[config.mk]
export PLATFORM = sky130hd
export DESIGN_NAME = weight_memory_stream_loader
export DESIGN_NICKNAME = d
export VERILOG_FILES = /design/src/rtl/weight_memory_stream_loader.sv
export SDC_FILE = /design/constraint.sdc
export NUM_CORES = 1
export LEC_CHECK = 0
export ABC_AREA = 1
export CAP_MARGIN = 20
export CORE_MARGIN = 3
export CORE_UTILIZATION = 48
export CTS_CLUSTER_SIZE = 24
export DETAILED_ROUTE_END_ITERATION = 6
export PLACE_DENSITY = 0.74
export SLEW_MARGIN = 0
export SYNTH_ARGS = -nofsm -noshare
export SYNTH_HDL_FRONTEND = slang
export SYNTH_SLANG_ARGS = --single-unit
[constraint.sdc]
create_clock -name clk -period 3.2 [get_ports clk]
set_input_delay 0.64 -clock clk [delete_from_list [all_inputs] [get_ports clk]]
set_output_delay 0.64 -clock clk [all_outputs]
set_load 0.1 [all_outputs]
[src/rtl/weight_memory_stream_loader.sv]
// Stream-to-weight-memory loader: packs AXIS beats into memory words written at consecutive addresses.
// Optional running beat checksum output enabled by defining WEIGHT_LOADER_CHECKSUM_EN.
module weight_memory_stream_loader #(
    parameter int unsigned AXIS_BUS_BIT_WIDTH    = 64,
    parameter int unsigned WEIGHT_MEM_BIT_WIDTH  = 128,
    parameter int unsigned WEIGHT_MEM_ADDR_WIDTH = 12
) (
    input  logic                             clk,
    input  logic                             reset,
    input  logic                             start,
    input  logic [WEIGHT_MEM_ADDR_WIDTH-1:0] base_addr,
    input  logic [WEIGHT_MEM_ADDR_WIDTH:0]   num_words,
    input  logic [AXIS_BUS_BIT_WIDTH-1:0]    s_data,
    input  logic                             s_valid,
    input  logic                             s_last,
    output logic                             s_ready,
    output logic                             mem_wr_en,
    output logic [WEIGHT_MEM_ADDR_WIDTH-1:0] mem_wr_addr,
    output logic [WEIGHT_MEM_BIT_WIDTH-1:0]  mem_wr_data,
    output logic                             busy,
    output logic                             done,
    output logic [WEIGHT_MEM_ADDR_WIDTH:0]   words_written,
    output logic                             err_short,
    output logic                             err_long
`ifdef WEIGHT_LOADER_CHECKSUM_EN
    ,
    output logic [AXIS_BUS_BIT_WIDTH-1:0]    checksum
`endif
);

    localparam int unsigned BEATS_PER_WORD = WEIGHT_MEM_BIT_WIDTH / AXIS_BUS_BIT_WIDTH;
    localparam int unsigned LANE_W         = (BEATS_PER_WORD > 1) ? $clog2(BEATS_PER_WORD) : 1;
    localparam logic [LANE_W-1:0] LAST_LANE = LANE_W'(BEATS_PER_WORD - 1);

    typedef enum logic [1:0] {
        IDLE,
        LOAD,
        DRAIN,
        DONE
    } state_t;

    state_t                             state_q;
    logic [WEIGHT_MEM_ADDR_WIDTH-1:0]   base_q;
    logic [WEIGHT_MEM_ADDR_WIDTH:0]     num_q;
    logic [WEIGHT_MEM_ADDR_WIDTH:0]     words_q;
    logic [LANE_W-1:0]                  lane_q;
    logic [WEIGHT_MEM_BIT_WIDTH-1:0]    buf_q;
    logic                               wr_en_q;
    logic [WEIGHT_MEM_ADDR_WIDTH-1:0]   wr_addr_q;
    logic [WEIGHT_MEM_BIT_WIDTH-1:0]    wr_data_q;
    logic                               err_short_q;
    logic                               err_long_q;
`ifdef WEIGHT_LOADER_CHECKSUM_EN
    logic [AXIS_BUS_BIT_WIDTH-1:0]      csum_q;
`endif

    logic                               load_beat;
    logic                               word_complete;
    logic [WEIGHT_MEM_BIT_WIDTH-1:0]    word_d;
    logic [WEIGHT_MEM_ADDR_WIDTH:0]     words_d;

    // Ready depends on state only, so there is no s_valid -> s_ready path.
    assign s_ready = (state_q == LOAD) || (state_q == DRAIN);
    assign busy    = (state_q != IDLE);
    assign done    = (state_q == DONE);

    assign load_beat     = s_valid && (state_q == LOAD);
    assign word_complete = load_beat && (s_last || (lane_q == LAST_LANE));
    assign words_d       = words_q + (WEIGHT_MEM_ADDR_WIDTH+1)'(1);

    // Lanes above the current beat stay zero because buf_q is cleared per word.
    always_comb begin
        word_d = buf_q;
        for (int unsigned k = 0; k < BEATS_PER_WORD; k++) begin
            if (lane_q == LANE_W'(k)) begin
                word_d[k*AXIS_BUS_BIT_WIDTH +: AXIS_BUS_BIT_WIDTH] = s_data;
            end
        end
    end

    always_ff @(posedge clk) begin
        if (reset) begin
            state_q     <= IDLE;
            base_q      <= '0;
            num_q       <= '0;
            words_q     <= '0;
            lane_q      <= '0;
            buf_q       <= '0;
            wr_en_q     <= 1'b0;
            wr_addr_q   <= '0;
            wr_data_q   <= '0;
            err_short_q <= 1'b0;
            err_long_q  <= 1'b0;
`ifdef WEIGHT_LOADER_CHECKSUM_EN
            csum_q      <= '0;
`endif
        end else begin
            wr_en_q <= 1'b0;
            case (state_q)
                IDLE: begin
                    if (start) begin
                        base_q      <= base_addr;
                        num_q       <= num_words;
                        words_q     <= '0;
                        lane_q      <= '0;
                        buf_q       <= '0;
                        err_short_q <= 1'b0;
                        err_long_q  <= 1'b0;
`ifdef WEIGHT_LOADER_CHECKSUM_EN
                        csum_q      <= '0;
`endif
                        state_q     <= (num_words == '0) ? DONE : LOAD;
                    end
                end
                LOAD: begin
                    if (load_beat) begin
`ifdef WEIGHT_LOADER_CHECKSUM_EN
                        csum_q <= csum_q ^ s_data;
`endif
                        if (word_complete) begin
                            wr_en_q   <= 1'b1;
                            wr_addr_q <= base_q + words_q[WEIGHT_MEM_ADDR_WIDTH-1:0];
                            wr_data_q <= word_d;
                            words_q   <= words_d;
                            lane_q    <= '0;
                            buf_q     <= '0;
                            if (s_last) begin
                                err_short_q <= (words_d < num_q);
                                state_q     <= DONE;
                            end else if (words_d == num_q) begin
                                state_q <= DRAIN;
                            end
                        end else begin
                            buf_q  <= word_d;
                            lane_q <= lane_q + LANE_W'(1);
                        end
                    end
                end
                DRAIN: begin
                    if (s_valid) begin
                        err_long_q <= 1'b1;
                        if (s_last) begin
                            state_q <= DONE;
                        end
                    end
                end
                DONE: begin
                    state_q <= IDLE;
                end
                default: begin
                    state_q <= IDLE;
                end
            endcase
        end
    end

    assign mem_wr_en     = wr_en_q;
    assign mem_wr_addr   = wr_addr_q;
    assign mem_wr_data   = wr_data_q;
    assign words_written = words_q;
    assign err_short     = err_short_q;
    assign err_long      = err_long_q;
`ifdef WEIGHT_LOADER_CHECKSUM_EN
    assign checksum      = csum_q;
`endif

endmodule
After elaboration in Yosys (flattened, before gate mapping)
Index checks and enable logic that the tools add are counted.

Flip-flop bits (word level): 312. Input bits: 94. Output and inout bits: 159. Word-level logic and storage cells: 75.

Add/subtract/negate cells: 3. Order comparisons: 1. Equal/unequal tests: 11. Mux-type cells: 30. Bitwise gates (word level): 2. Reduce and logical (&&, ||, !) cells: 17.

Operator list (count): 2-to-1 mux 128 bit (3); case mux 128 bit (2 select lines) (1); 2-to-1 mux 64 bit (2); 2-to-1 mux 13 bit (3); case mux 13 bit (2 select lines) (1); 2-to-1 mux 2 bit (8); adder 13 x 1 -> 13 bit (second input constant) (1); == test 13 bit (1); logical NOT 13 bit (1); < comparator 13 bit (1); adder 12 bit (1); != test 2 bit (second input constant) (6); AND reduction 3 bit (3); 2-to-1 mux 1 bit (8); case mux 2 bit (4 select lines) (1); case mux 1 bit (2 select lines) (3); AND reduction 6 bit (1); nonzero test 2 bit (3); AND reduction 5 bit (1); == test 2 bit (second input constant) (2); AND reduction 4 bit (1); != test 3 x 2 -> 1 bit (second input constant) (1); OR reduction 3 bit (1); == test 2 x 1 -> 1 bit (second input constant) (1); 6 further kinds (9).

Logic depth before layout (Yosys ltp)
Gate-level depths: netlist of run 1.

Word-level depth: 7. Mapped depth: 16. Depth with buffers taken out: 16.

Worst setup path after synthesis of run 1
Ideal clock, no wire load.

Kind: reg2reg. Start: register words_q[1], in the netlist words_written[1]. End: register state_q[1]. Library setup time: 0.113 ns. Arrival time: 2.827 ns. Required time: 3.087 ns. Setup slack: 0.261 ns. Stages on the path, launching flop included: 14. Path buffers: 0. Clock period less this slack: 2.939 ns. Cell sequence: dfxtp_1 ha_1 nand3_1 inv_1 nand4_1 and2_1 ha_1 nand2_1 nor2_1 nand4_1 nand2_1 nand3_1 nor2_1 nor2_1.

Cells in the longest elaborated chain, start to end: 4.

RTL lines: start: declaration (line 45) `logic [WEIGHT_MEM_ADDR_WIDTH:0] words_q;`; start signal: assignment (line 124) `words_q <= words_d;`; adder 13 x 1 -> 13 bit (line 69) `assign words_d = words_q + (WEIGHT_MEM_ADDR_WIDTH+1)'(1);`; == test 13 bit (line 130) `end else if (words_d == num_q) begin`; != test 3 x 2 -> 1 bit (no line); AND reduction 6 bit (no line); end signal: assignment (line 112) `state_q <= (num_words == '0) ? DONE : LOAD;`; end: declaration (line 42) `state_t state_q;`.

Every way passes these cells. A chain may end at the register's enable or synchronous reset.

Worst setup path after layout of run 1
Start: register words_q[4], in the netlist words_written[4]. End: register state_q[1].

The elaborated chain is that of the path after synthesis.

==> out/summary.txt, run 1 <==
Max IR drop VDD: 0.698 mV
largest net degree at the start of global routing: 166
antenna violations before repair: 2
DRC errors left: 0
share of layout cells above drive strength 1: 11.3%
Crit path arrival time: 2.86 ns
Final min period: 2.42 ns
H-Tree Depth: 2
total negative setup slack: 0 ns
Routed Antenna Nets: 0
critical path's most frequent cell: nand2_1
post-synth top area share: 45.2%
final slew viol count: 0
Top-Level Pins: 253
die height: 176 um
1st-iter DRT viols: 1143
CP Data Required Time: 3.63 ns
status: completed
Yosys top cell by area: dfxtp_1
GR Overflow Total: 0
Synth Net Count: 2161
post_cts resized: 0
DR WL/cell: 14.6 um
hold slack final: 0.463 ns
Slowest-stage cell, CP: dfxtp_1
synthesized area per cell: 6.78 um^2
# Post-CTS Setup Buffers: 0
CTS Hold Bufs: 0
fin nets: 2338
Setup crit end kind: flop
fin crit share: 75.8%
Rows: 61
relative slew slack: 42.9%
most common cell in the synthesized netlist: nand2_1
Critical Path Max Stage Delay: 0.50 ns
peak fanout along the critical path: 5
Synth Flop Type: dfxtp_1
asr flop ratio synth: 0%
top cells by count, synth: nand2_1, nor2_1, dfxtp_1
worst-margin pin slew: 0.857 ns
Placeable Area: 28100 um^2
Placer Congestion: 0.871
Clock transition at path regs: 0.06 ns
dpl ws: 0.641 ns
# setup viols final: 0
HPWL after detailed placement: 24.3 mm
final-report hold violation count: 0
FMAX: 412 MHz
Crit Path Category: reg2reg
leakage power: 0.00731 uW
Port Buffers: 252
Hold Crit Class: reg2reg
CTS tree: done
die area: 30800 um^2
vias: 13400
clock latency on the worst-skew pair: 0.51 ns
final worst slack: 0.776 ns
Vias/cell: 5.10
vias in the first global route: 12400
synth warn: 0
Total Routing Usage GR: 23.7%
Longest Clk Path Bufs: 3
crit path cell chain: inv_1 > nor3_1 > nand3_1 > and2_1 > ha_1 > nand2_1 > nor2_1 > nand4_1 > nand2_1 > nand3_1 > nand2_1 > nand2_1 > nor2_1
WL final: 38.3 mm
critical path launch point type: flop
largest cells by area after synthesis: dfxtp_1, nand2_1, nor2_1, a21oi_1, o21ai_0
skew final: 0.0195 ns
EDFF count, synth: 0
Mapped Cells: 2037
die width: 176 um
first-pass GRT wire length: 61.4 mm
Netlist Area Pre-Place: 13800 um^2
placed cells: 2555
pwr dens: 805 nW/um^2
Non-Filler Instances: 2618
synth-to-layout area growth: 24.2%
Max-cap violations: 0
TritonCTS buffer count: 35
clock sink total: 312
RSZ-0062 raised after global routing: false
Yosys reg bits: 312
Root Driver: clkbuf_16
Synth cell types: 35
sequential-to-total area share from yosys stat: 45.2%
Starting Density: 49.2%
drt pass-1 iters: 5
==> flip-flops by register name, summed over array words and instances, names as in the netlist <==
register / cells
mem_wr_addr: 12
num_q: 13
lane_q: 1
words_written: 13
err_long: 1
base_q: 12
mem_wr_data: 128
err_short: 1
state_q: 2
mem_wr_en: 1
buf_q: 128
==> power by group <==
| group | internal (uW) | switching (uW) |
|---|---|---|
| Sequential | 4370 | 355 |
| Clock | 2400 | 1570 |
| Combinational | 1150 | 3950 |
==> per-layer routing <==
layer | part of all wire (%) | vias up | track usage (%) | wire length [um]
li1 | - | 6783 | - | -
met1 | 44 | 6174 | 30.9 | 16800
met2 | 48 | 350 | 40.5 | 18500
met3 | 6.1 | 47 | 4.28 | 2320
met4 | 1.7 | 2 | 6.76 | 669
met5 | 0.034 | - | 0 | 13
==> placed cells by master (no fill, tap or decap), drive strengths merged, types with 2 or more instances in the layout <==
cell type,n
clkdlybuf4s50,92
nor4,2
clkbuf,52
and2,3
o211ai,2
buf,177
nand3,33
bufinv,2
a21oi,180
ha,29
clkinv,7
nor2,315
xor2,8
inv,93
nand4,7
dfxtp,312
o21ai,179
nand2,731
nor3,7
==> final timing paths <==
kind | start | endpoint | slack, ns | cells after the start
max | words_written[4]$_SDFFE_PP0P_ | state_q[1]$_SDFFE_PP0P_ | 0.78 | 13
min | buf_q[77]$_SDFFE_PP0P_ | buf_q[77]$_SDFFE_PP0P_ | 0.46 | 2
max reg2reg | words_written[4]$_SDFFE_PP0P_ | state_q[1]$_SDFFE_PP0P_ | 0.78 | 13
min reg2reg | buf_q[77]$_SDFFE_PP0P_ | buf_q[77]$_SDFFE_PP0P_ | 0.46 | 2
==> per-stage QoR <==
step | utilization (%) | instance area (um^2) | power, uW
floorplan | - | 13800 | 8780
global placement | 57.0 | 16000 | 9880
detailed placement | 57.0 | 16000 | 9930
CTS | 61.0 | 17100 | 13900
global route | 61.0 | 17100 | 14500
finish | 61.0 | 17100 | 13800
==> worst max-delay path: cells and delay by family, from the launching register on <==
family / cells / cell delay (ns)
fa+ha+maj: 1 / 0.26
buf+inv: 1 / 0.14
flops: 1 / 0.50
simple gates: 11 / 1.46
==> cells by family (layout without fill, tap and decap cells) <==
group	Yosys count	after routing	synth area share, %
compound gates	365	365	13.5
xor+xnor	9	9	0.571
fa+ha+maj	30	30	2.77
buf+inv	221	423	7.11
flops	312	312	45.2
other cells	0	1	0
simple gates	1100	1100	30.8
==> layout make-up <==
class | instances | area (um^2)
Antenna cell | 1 | 2.50
Clock buffer | 52 | 1030
Clock inverter | 10 | 115
Fill cell | 2673 | 10900
Inverter | 92 | 350
Multi-Input combinational cell | 1504 | 6600
Sequential cell | 312 | 6250
Tap cell | 378 | 473
Timing Repair Buffer | 269 | 2330
Power figures use the tool's default switching activity.
==> inputs of run 2 (changes only) <==
clock period = 2.5 ns   (was 3.2 ns; I/O delays follow)
==> run 2 against run 1 <==
Effect of this change: sequential share of layout area is 0.051 points lower; combinational power rose by 34%; first-iteration DRC count is 3.3% lower; clock power up 22%; die area did not move; flip-flop and latch count unchanged; utilization up 0.28 points; global-route usage increased by 0.93 points; highest routed layer unchanged; maximum frequency up 4.2%.
==> out/summary.txt, run 2 (synthesis gave the netlist of run 1 again) <==
status: completed
Max IR drop VDD: 0.615 mV
Port Buffers: 252
Routed Antenna Nets: 0
critical path launch point type: flop
Max-cap violations: 0
worst path buffer plus inverter count: 2
Total Routing Usage GR: 24.7%
H-Tree Depth: 2
antenna violations before repair: 3
Starting Density: 49.2%
leakage power: 0.00733 uW
largest net degree at the start of global routing: 166
vias in the first global route: 12800
CTS tree: done
Clock transition at path regs: 0.06 ns
# setup viols final: 0
final slew viol count: 0
Placer Congestion: 0.861
Post-DP Area: 16100 um^2
DRC errors left: 0
TritonCTS buffer count: 35
delay-heaviest family, CP: simple AND/OR/NAND/NOR gates
placed cells: 2560
Slowest-stage cell, CP: dfxtp_2
WL final: 39.0 mm
HPWL after detailed placement: 24.6 mm
clock latency on the worst-skew pair: 0.50 ns
peak fanout along the critical path: 5
DR WL/cell: 14.9 um
die width: 176 um
CP Data Required Time: 2.84 ns
Longest Clk Path Bufs: 3
skew final: 0.00974 ns
Sw Share: 43.0%
final-report hold violation count: 0
Internal: 10000 uW
total negative setup slack: 0 ns
RSZ-0062 raised after global routing: false
worst-margin pin slew: 0.944 ns
die height: 176 um
crit path cell chain: inv_1 > nor3_1 > nand3_1 > and2_1 > ha_1 > nand2_1 > nor2_1 > inv_1 > nor3_1 > nand2_1 > nand3_1 > a21oi_1
die area: 30800 um^2
Crit Path Category: reg2reg
Crit path arrival time: 2.66 ns
commonest non-fill, non-tap cell in the layout: nand2_1
FMAX: 430 MHz
first-pass GRT wire length: 63.9 mm
vias: 13500
Hold Crit Class: in2reg
Rows: 61
Sequential Power Share: 33.8%
drt pass-1 iters: 5
clock sink total: 312
layer with the highest usage: met2
# Post-CTS Setup Buffers: 0
fin nets: 2343
1st-iter DRT viols: 1105
share of layout cells above drive strength 1: 11.9%
Fill cells: 2582
combinational power share: 38.8%
Psw: 7570 uW
relative slew slack: 37.0%
met2 usage in global routing: 40.9%
fin crit share: 93.0%
Non-Filler Instances: 2623
most frequent cells in the layout: nand2_1, nor2_1, dfxtp_1, a21oi_1, o21ai_0
Clock power frac: 27.5%
Root Driver: clkbuf_16
post-route cell area: 17200 um^2
M1 GR Usage: 32.0%
Setup crit end kind: flop
Critical Path Max Stage Delay: 0.42 ns
synth-to-layout area growth: 24.7%
Final min period: 2.33 ns
Vias/cell: 5.14
pwr dens: 1020 nW/um^2
Top-Level Pins: 253
GR Overflow Total: 0
Placeable Area: 28100 um^2
met3 usage: 4.63%
-- run 2: through the flow --
step / power [uW] / setup WS [ns] / util (%) / hold slack (ns)
2_1_floorplan: 11200 / 0.0809 / - / 0.435
4_1_cts: 17700 / 0.236 / 61.3 / 0.444
6_report: 17600 / 0.174 / 61.3 / 0.455
5_1_grt: 18500 / 0.000702 / 61.3 / 0.478
3_3_place_gp: 12800 / 0.255 / 57.5 / 0.447
3_5_place_dp: 12900 / 0.204 / 57.5 / 0.455
-- run 2: final timing paths --
| path | slack [ns] | cells after the start | end | from |
|---|---|---|---|---|
| max | 0.17 | 12 | err_short$_SDFFE_PP0P_ | words_written[7]$_SDFFE_PP0P_ |
| min | 0.45 | 4 | mem_wr_data[7]$_SDFFE_PP0P_ | reset |
| min reg2reg | 0.46 | 2 | buf_q[47]$_SDFFE_PP0P_ | buf_q[47]$_SDFFE_PP0P_ |
| max reg2reg | 0.17 | 12 | err_short$_SDFFE_PP0P_ | words_written[7]$_SDFFE_PP0P_ |
-- run 2: worst min-delay path, stage by stage --
cell     delay, ns
buf_6         0.09
inv_4         0.14
o21ai_0       0.13
nor2_1        0.04
-- run 2: per-layer routing --
layer,vias to the layer above,wire length [um]
li1,6793,-
met1,6192,17100
met2,389,18200
met3,93,2350
met4,4,1390
met5,-,23
-- run 2: area by class of cell --
type / count / area, um^2 / share of cell area [%]
Antenna cell: 1 / 2.50 / 0.0145
Clock inverter: 7 / 42.5 / 0.247
Inverter: 92 / 350 / 2.03
Tap cell: 378 / 473 / 2.75
Clock buffer: 55 / 1030 / 5.99
Multi-Input combinational cell: 1504 / 6600 / 38.3
Sequential cell: 312 / 6270 / 36.4
Timing Repair Buffer: 274 / 2450 / 14.2
-- run 2: timing repair --
item / CTS / global route
setup endpoints to repair: 0 / 2
resized for setup: 0 / 1
hold buffers: 0 / 0
-- run 2: power by group through the flow --
stage	Combinational [uW]	Sequential, uW	Clock [uW]
after global placement	6790	6030	0
after global routing	7350	6010	5150
after floorplan	2990	8250	0
after detailed placement	6830	6050	0
final	6830	5950	4840
after CTS	6850	5950	4930
